===== src/rtl/skid_pipe_register.sv =====
// Two-entry registered skid buffer; all outputs come straight from flops.
// Optional macro SKID_PIPE_STATS_EN adds a saturating stall counter output.
module skid_pipe_register #(
  parameter int N = 32
) (
  input  logic         clk,
  input  logic         rst,
  input  logic         flush,
  input  logic         in_valid,
  output logic         in_ready,
  input  logic [N-1:0] in_data,
  output logic         out_valid,
  input  logic         out_ready,
  output logic [N-1:0] out_data
`ifdef SKID_PIPE_STATS_EN
  ,
  output logic [15:0]  stall_count
`endif
);

  typedef enum logic [1:0] {
    EMPTY = 2'd0,
    BUSY  = 2'd1,
    FULL  = 2'd2
  } state_t;

  state_t       state_r;
  state_t       next_state_s;
  logic [N-1:0] main_r;
  logic [N-1:0] skid_r;
  logic         in_ready_r;
  logic         out_valid_r;
  logic         in_xfer_s;
  logic         out_xfer_s;

  assign in_xfer_s  = in_valid & in_ready_r;
  assign out_xfer_s = out_valid_r & out_ready;

  always_comb begin
    next_state_s = state_r;
    case (state_r)
      EMPTY: begin
        if (in_xfer_s) next_state_s = BUSY;
        else           next_state_s = EMPTY;
      end
      BUSY: begin
        if (in_xfer_s && !out_xfer_s)      next_state_s = FULL;
        else if (!in_xfer_s && out_xfer_s) next_state_s = EMPTY;
        else                               next_state_s = BUSY;
      end
      FULL: begin
        if (out_xfer_s) next_state_s = BUSY;
        else            next_state_s = FULL;
      end
      default: next_state_s = EMPTY;
    endcase
  end

  // Flush only clears occupancy; stored words go stale but are never presented again.
  always_ff @(posedge clk) begin
    if (!rst) begin
      state_r     <= EMPTY;
      main_r      <= {N{1'b0}};
      skid_r      <= {N{1'b0}};
      out_valid_r <= 1'b0;
      in_ready_r  <= 1'b0;
    end else if (flush) begin
      state_r     <= EMPTY;
      out_valid_r <= 1'b0;
      in_ready_r  <= 1'b1;
    end else begin
      state_r     <= next_state_s;
      out_valid_r <= (next_state_s != EMPTY);
      in_ready_r  <= (next_state_s != FULL);
      case (state_r)
        EMPTY: begin
          if (in_xfer_s) main_r <= in_data;
        end
        BUSY: begin
          if (in_xfer_s && out_xfer_s) main_r <= in_data;
          else if (in_xfer_s)          skid_r <= in_data;
        end
        FULL: begin
          if (out_xfer_s) main_r <= skid_r;
        end
        default: begin
          main_r <= main_r;
        end
      endcase
    end
  end

  assign in_ready  = in_ready_r;
  assign out_valid = out_valid_r;
  assign out_data  = main_r;

`ifdef SKID_PIPE_STATS_EN
  logic [15:0] stall_count_r;

  // Saturating count of stalled cycles; deliberately untouched by flush.
  always_ff @(posedge clk) begin
    if (!rst) begin
      stall_count_r <= 16'd0;
    end else if (out_valid_r && !out_ready && (stall_count_r != 16'hFFFF)) begin
      stall_count_r <= stall_count_r + 16'd1;
    end else begin
      stall_count_r <= stall_count_r;
    end
  end

  assign stall_count = stall_count_r;
`endif

endmodule


===== config.mk =====
export PLATFORM = sky130hd
export DESIGN_NAME = skid_pipe_register
export DESIGN_NICKNAME = d
export VERILOG_FILES = /design/src/rtl/skid_pipe_register.sv
export SDC_FILE = /design/constraint.sdc
export NUM_CORES = 1
export LEC_CHECK = 0
export CORE_MARGIN = 2
export CORE_UTILIZATION = 44
export CTS_CLUSTER_DIAMETER = 40
export DETAILED_ROUTE_END_ITERATION = 12
export GPL_TIMING_DRIVEN = 1
export PLACE_DENSITY_LB_ADDON = 0.05
export SLEW_MARGIN = 20
export SYNTH_ARGS = -nofsm -noshare
export SYNTH_HDL_FRONTEND = slang
export SYNTH_SLANG_ARGS = --single-unit
export TNS_END_PERCENT = 20

===== constraint.sdc =====
create_clock -name clk -period 1.6 [get_ports clk]
set_input_delay 0.4 -clock clk [delete_from_list [all_inputs] [get_ports clk]]
set_output_delay 0.4 -clock clk [all_outputs]
set_load 0.05 [all_outputs]

==> flow_summary.ini, run 1 <==
[die]
die-area_um2 = 7210
row_count = 29
coreArea_um2 = 6350
die_w_um = 84.9
io_pins = 71
dieHeight_um = 84.9
start_util = 0.454

[placement]
dp_cells = 438
dp_hpwl_um = 3940
placement.io_buffers = 70
place.gp.congestion = 0.762

[timing]
hold_viol_final = 0
final.min_clock_period_ns = 1.55
rsz0062_at_grt = yes
relSlewSlack = 0.784
setup_viol = 0
period_share = 0.967
whs_ns = 0.429
max_slew.worst_pin.slew_ns = 0.324
slew_violations = 0
finClkSkew_ns = 0.00445
fmax_ghz = 0.646
setup_tns_ns = 0

[synthesis]
synth_cell_types = 25
netlist_area_um2 = 2880
synth_area_leaders = dfxtp_1 47%, mux2i_1 11%, o211a_1 11%, nand2_1 8.6%, nand3_1 5.6%
synth_xor_area_frac = 0.00304
async_reset_ff_frac = 0
synth_compound_area_frac = 0.192
yosysSeqAreaShare = 0.472
synth_top_area_frac = 0.472
synthMuxAreaShare = 0.111
syn_inst = 306
synth_edf_count = 0
synthSimpleGateAreaFrac = 0.165
yosysTopAreaCell = dfxtp_1
yosysWarnings = 0
syn_area_per_cell_um2 = 9.42
synth-main-ff-cell = dfxtp_1
synth_nets = 343
synth_seq_cells = 68
synthAdderAreaFrac = 0
synth_top_family_by_area = compound AO/OA/AOI/OAI gates

[route]
dr.pass1.iters = 4
vias = 2429
drc = 0
detail-route-antenna-nets = 0
drtIter0Drc = 112
wire_per_inst_um = 14.2
drt_wl_total_um = 6510
viasPerCell = 5.30

[cts]
clk_pin_slew_worst_paths_ns = 0.07
insertion_delay_ns = 0.33
cts_buffers = 9
root_buffer = clkbuf_8
clkSinkCount = 68
clockBufferDepth = 2
htreeDepth = 3
ctsHoldBuffers = 0
cts_tree = yes

[worst_setup_path]
cpMaxStageDelayCell = dfxtp_4
path_max_fanout = 9
max_stage_delay_ns = 0.36
critPathKind = reg2reg
path_cells = or2_4 -> a221oi_4 -> buf_6 -> clkbuf_16 -> nand2_1 -> o211a_1
cp.arrival_ns = 1.77
cp_num_buf_inv = 2
critical_path.top_delay_family = compound AO/OA/AOI/OAI gates
worstPathRequired_ns = 1.82
critPathLaunchType = flip-flop
end_kind = flip-flop

[grt]
grt_antenna_before_repair = 0
overflow = 0
grt_start_max_net_pins = 55
grt.total_usage = 0.178
grt_pass1_wl_um = 10400
grt_pass1_vias = 2239

[hold_path]
hold_class = in2reg

[pwr]
power.density_nw_per_um2 = 881
ir_worst_vdd_mv = 0.697
p_leak_nw = 2.17

[layout]
layoutNonFillerInstCount = 458
fin_util = 0.682
area_growth_syn_to_layout_pct = 50.3
nFillCells = 491
drive_gt1_frac = 0.205
num-nets-final = 416
n_antenna_cell = 0

[flow_run]
max-cap-violations = 0

[outcome]
status = finished, final reports clean
layout by cell type, fill, tap and decap left out, types with 2 or more instances in the layout:
cell type,n
buf_6,2
nand2_1,64
o21ai_1,5
o21a_1,2
clkinv_2,2
nand3_1,32
o211a_1,32
buf_12,41
buf_4,8
clkbuf_8,10
o21ai_0,27
mux2i_1,32
dfxtp_1,65
nand2b_1,2
nand2_2,2
clkdlybuf4s50_1,33
clkbuf_16,2
dfxtp_4,2
worst paths after layout:
kind                                 from                         to  slack, ns  depth (start not counted)
setup / recovery    state_r[1]$_SDFF_PP0_  out_data[31]$_SDFFE_PN0P_       0.05                          6
hold / removal                        rst  out_data[26]$_SDFFE_PN0P_       0.43                          2
setup reg to reg    state_r[1]$_SDFF_PP0_  out_data[31]$_SDFFE_PN0P_       0.05                          6
hold reg to reg   skid_r[30]$_SDFFE_PN0P_    skid_r[30]$_SDFFE_PN0P_       0.45                          2
cell families after synthesis:
logic type,count (synthesis)
mux,32
compound gates,71
buf+inv,28
simple gates,106
flops,68
xor+xnor,1
sequential cells by signal, indices dropped and copies added (netlist names):
signal and cells:
skid_r 32, out_valid 1, out_data 32, in_ready 1, state_r 2
worst reg2reg max path: stages (launching register included):
cell and delay [ns]:
dfxtp_4 0.36, or2_4 0.25, a221oi_4 0.31, buf_6 0.19, clkbuf_16 0.16, nand2_1 0.06
o211a_1 0.12
final cells by class:
class                           count  area, um2  area share
Timing Repair Buffer               89       1310       0.303
Sequential cell                    68       1370       0.316
Clock buffer                       10        138      0.0318
Tap cell                           77       96.3      0.0222
Inverter                            1       3.75    0.000867
Multi-Input combinational cell    210       1370       0.317
Clock inverter                      3       40.0     0.00925
timing repair:
action,CTS,global route
pin swaps,1,2
hold endpoints to repair,0,0
gates resized for setup,1,6
cloned,1,3
endpoints found under the setup margin,22,32
buffers inserted,2,2
layer usage:
| metal | GRT usage | part of all wire |
|---|---|---|
| met1 | 0.228 | 0.46 |
| met3 | 0.0613 | 0.058 |
| met2 | 0.286 | 0.48 |
| met5 | 0 | 0 |
| met4 | 0.0519 | 0.0045 |
where the power goes:
part	total [mW]	switching (mW)	internal, mW
Sequential	1.80	0.0571	1.74
Combinational	0.690	0.327	0.363
Clock	1.32	0.591	0.731
Total	3.81	0.975	2.84
cell usage after synthesis (2+ instances only):
cell type and n:
clkbuf_1 14, nand2b_1 3, o21ai_0 27, dfxtp_1 68
o21ai_1 5, mux2i_1 32, buf_6 6, nand3_1 32
nand2_1 66, o21a_1 2, o211a_1 32, buf_2 6
per-stage QoR:
stage | setup slack, ns | power [mW] | cell area (um2)
final | 0.0520 | 3.81 | 4330
after global routing | -0.00442 | 3.97 | 4330
after CTS | 0.00871 | 3.83 | 4260
after detailed placement | -0.381 | 2.50 | 4040
after global placement | -0.356 | 2.50 | 4040
after floorplan | 0.0199 | 2.14 | 2890
No activity file was read; power rests on OpenSTA's default activity.
==> run 2: changes to the inputs <==
- CORE_UTILIZATION: 44 -> 46
- CTS_BUF_LIST: not set -> sky130_fd_sc_hd__clkbuf_8
- MAX_ROUTING_LAYER: not set -> met4
==> flow_summary.ini, run 2 (synthesis results as in run 1) <==
[timing]
relSlewSlack = 0.825
setup_slack_ns = 0.0679
max_slew.worst_pin.slew_ns = 0.262
finClkSkew_ns = 0.00662
final.min_clock_period_ns = 1.53
slew_violations = 0
setup_viol = 0
fmax_ghz = 0.653
period_share = 0.958
hold_viol_final = 0
rsz0062_at_grt = no

[layout]
n_antenna_cell = 0
final_cell_mix = 65 x nand2_1, 65 x dfxtp_1, 37 x buf_12
nFillCells = 438
fin_util = 0.712
seq_area_um2 = 1370
num-nets-final = 415
multi_input_area_um2 = 1370
design_area_um2 = 4270
area_growth_syn_to_layout_pct = 48.0
drive_gt1_frac = 0.199

[grt]
grt.total_usage = 0.188
grt_start_max_net_pins = 65
grt_pass1_vias = 2333
grt_pass1_wl_um = 10400
grt_antenna_before_repair = 0
overflow = 0

[outcome]
status = finished, final reports clean

[route]
vias = 2441
drtIter0Drc = 91
viasPerCell = 5.35
wire_per_inst_um = 14.7
drc = 0
dr.pass1.iters = 4
detail-route-antenna-nets = 0
drt_wl_total_um = 6710

[placement]
place.gp.congestion = 0.782
dp_hpwl_um = 4000
placement.io_buffers = 70
post-place-ws_ns = -0.353
dpl_cell_area_um2 = 3980

[worst_setup_path]
end_kind = flip-flop
worstPathRequired_ns = 1.82
critPathLaunchType = flip-flop
path_max_fanout = 20
cp.arrival_ns = 1.75
critPathKind = reg2reg

[die]
dieHeight_um = 83.1
row_count = 28
start_util = 0.481
die_w_um = 83.1
coreArea_um2 = 5990
io_pins = 71
die-area_um2 = 6910

[pwr]
p_leak_nw = 2.16
ir_worst_vdd_mv = 0.572
total_power_mw = 3.64
power.density_nw_per_um2 = 853

[cts]
clkSinkCount = 68
cts_buffers = 9
htreeDepth = 3
root_buffer = clkbuf_8
cts_tree = yes
clk_pin_slew_worst_paths_ns = 0.07
clockBufferDepth = 2
ctsHoldBuffers = 0
insertion_delay_ns = 0.33

[hold_path]
hold_class = in2reg

[flow_run]
max-cap-violations = 0
-- run 2: what timing repair did --
action                     in CTS  in global routing
resized for setup               0                  9
buffers inserted                0                  3
pin swaps                       0                  2
cloned                          0                  3
setup endpoints to repair       4                 64
-- run 2: metal layers --
| metal | vias to the layer above | part of all wire | global-route usage | routed length, um |
|---|---|---|---|---|
| met5 | - | 0 | - | 0 |
| met4 | 0 | 0.0097 | 0.0924 | 65 |
| met3 | 6 | 0.047 | 0.0398 | 317 |
| met2 | 65 | 0.47 | 0.287 | 3170 |
| met1 | 1153 | 0.47 | 0.235 | 3160 |
| li1 | 1217 | - | - | - |
-- run 2: report_power, final --
group / leakage [nW] / internal, mW / switching (mW)
clock: 0.0890 / 0.573 / 0.586
sequential: 0.554 / 1.75 / 0.0573
combinational: 1.52 / 0.352 / 0.323
-- run 2: per-stage QoR --
stage          cells  TNS [ns]  hold slack, ns
3_3_place_gp     436    -19.12           0.435
5_1_grt          456         0           0.435
3_5_place_dp     436    -21.16           0.447
4_1_cts          450   -0.0195           0.404
2_1_floorplan    306         0           0.428
6_report         456         0           0.422
-- run 2: path summary, 6_finish.rpt --
check                     startpoint                        end  slack [ns]  depth (start not counted)
max            state_r[1]$_SDFF_PP0_  out_data[26]$_SDFFE_PN0P_        0.07                          6
min                              rst        in_ready$_SDFF_PN0_        0.42                          2
max reg2reg    state_r[1]$_SDFF_PP0_  out_data[26]$_SDFFE_PN0P_        0.07                          6
min reg2reg  skid_r[27]$_SDFFE_PN0P_    skid_r[27]$_SDFFE_PN0P_        0.46                          2
-- run 2: layout make-up --
class / count / area share
Clock inverter: 4 / 0.00440
Timing Repair Buffer: 88 / 0.299
Inverter: 1 / 0.000880
Clock buffer: 10 / 0.0323
Sequential cell: 68 / 0.321
Multi-Input combinational cell: 210 / 0.321
Tap cell: 75 / 0.0220
-- run 2: critical path: stages (launching register included) --
cell and delay, ns:
dfxtp_2 0.34, or2_4 0.26, a221oi_4 0.28, buf_6 0.18
buf_12 0.15, nand2_1 0.07, o211a_1 0.13
==> run 3: changes to the inputs <==
- CORE_UTILIZATION: 46 -> 50
- SLEW_MARGIN: 20 -> 40
- clock period: 1.6 -> 1.9 ns (I/O delays scaled with it)
==> flow_summary.ini, run 3 (synthesis results as in run 1) <==
[outcome]
status = finished, final reports clean

[timing]
period_share = 0.902
hold_viol_final = 0
finClkSkew_ns = 0.00586
relSlewSlack = 0.698
fmax_ghz = 0.583
setup_viol = 0
max_slew.worst_pin.slew_ns = 0.453
slew_violations = 0
final.min_clock_period_ns = 1.71
whs_ns = 0.413
rsz0062_at_grt = no
setup_slack_ns = 0.185

[layout]
area_growth_syn_to_layout_pct = 29.7
num-nets-final = 405
final_cell_mix = 68 x dfxtp_1, 66 x nand2_1, 38 x buf_4
n_antenna_cell = 0
layoutNonFillerInstCount = 445
nFillCells = 485
final_common_cell = dfxtp_1
drive_gt1_frac = 0.169

[worst_setup_path]
r2r_slack_ns = 0.32
path_max_fanout = 46
critPathKind = in2reg
critPathLaunchType = primary input
cp.arrival_ns = 1.94
worstPathRequired_ns = 2.12
worstReg2RegStart = state_r[1]$_SDFF_PP0_
end_kind = flip-flop
regToRegEndpoint = out_data[16]$_SDFFE_PN0P_
r2r_cells = 5

[cts]
root_buffer = clkbuf_8
cts_tree = yes
htreeDepth = 3
ctsHoldBuffers = 0
clk_pin_slew_worst_paths_ns = 0.07
clkSinkCount = 68
insertion_delay_ns = 0.33
cts_buffers = 9
clockBufferDepth = 2
cts_setup_buffers = 0
cts.repair.resized = 0

[hold_path]
min_from = rst
hold_depth = 2
hold_class = in2reg
hold_end = in_ready$_SDFF_PN0_

[grt]
grt_antenna_before_repair = 0
grt_pass1_vias = 2117
overflow = 0
grt_start_max_net_pins = 97
grt.total_usage = 0.189
grt_pass1_wl_um = 9210

[die]
start_util = 0.520
die_w_um = 79.9
io_pins = 71
die-area_um2 = 6390
coreArea_um2 = 5540
row_count = 27
dieHeight_um = 79.9

[route]
wire_per_inst_um = 13.1
drtIter0Drc = 127
detail-route-antenna-nets = 0
drt_wl_total_um = 5830
viasPerCell = 5.35
vias = 2379
dr.pass1.iters = 4
drc = 0

[placement]
dp_cells = 429
dp_hpwl_um = 3690
placement.io_buffers = 70
place.gp.congestion = 0.736
post-place-ws_ns = -0.142

[pwr]
p_leak_nw = 1.99
power.density_nw_per_um2 = 826
ir_worst_vdd_mv = 0.517

[flow_run]
max-cap-violations = 0
run 3: area by class of cell:
type | count | area (um2) | area share
flip-flops and latches | 68 | 1360 | 0.364
inverters | 1 | 3.75 | 0.00100
clock buffers | 10 | 138 | 0.0368
repair buffers | 78 | 721 | 0.193
clock inverters | 6 | 56.3 | 0.0151
well taps | 72 | 90.1 | 0.0241
multi-input cells | 210 | 1370 | 0.366
run 3: how the worst max path moves through the flow:
stage,startpoint,end,slack (ns),cells past startpoint
after floorplan,out_valid$_SDFF_PP0_,out_data[16]$_SDFFE_PN0P_,0.05,5
after global placement,in_valid,out_data[6]$_SDFFE_PN0P_,-0.12,6
after detailed placement,in_valid,out_data[29]$_SDFFE_PN0P_,-0.14,6
after CTS,in_valid,out_data[16]$_SDFFE_PN0P_,0.18,6
after global routing,in_valid,out_data[29]$_SDFFE_PN0P_,0.12,6
final,in_valid,out_data[16]$_SDFFE_PN0P_,0.19,6
run 3: report_power, final:
| part | switching, mW | internal, mW | total [mW] |
|---|---|---|---|
| Clock | 0.515 | 0.630 | 1.15 |
| Combinational | 0.262 | 0.183 | 0.445 |
| Sequential | 0.0269 | 1.47 | 1.50 |
| Total | 0.804 | 2.28 | 3.09 |
run 3: metrics by stage:
step	power [mW]	instance area [um2]	util	setup TNS, ns
floorplan	1.80	2880	-	0
global placement	1.97	3540	0.640	-3.52
detailed placement	1.98	3540	0.640	-4.12
CTS	3.12	3740	0.675	0
global route	3.20	3740	0.675	0
finish	3.09	3740	0.675	0
run 3: worst max-delay path, stage by stage:
cell             delay [ns]
clkdlybuf4s50_1        0.52
nand3b_4               0.12
a221oi_4               0.33
buf_12                 0.25
nand2_1                0.09
o211a_1                0.14
run 3: per-layer routing:
layer / up-vias / share of wire / global-route usage
li1: 1196 / - / -
met1: 1119 / 0.46 / 0.222
met2: 56 / 0.48 / 0.305
met3: 8 / 0.045 / 0.0362
met4: 0 / 0.016 / 0.102
met5: - / 0 / -
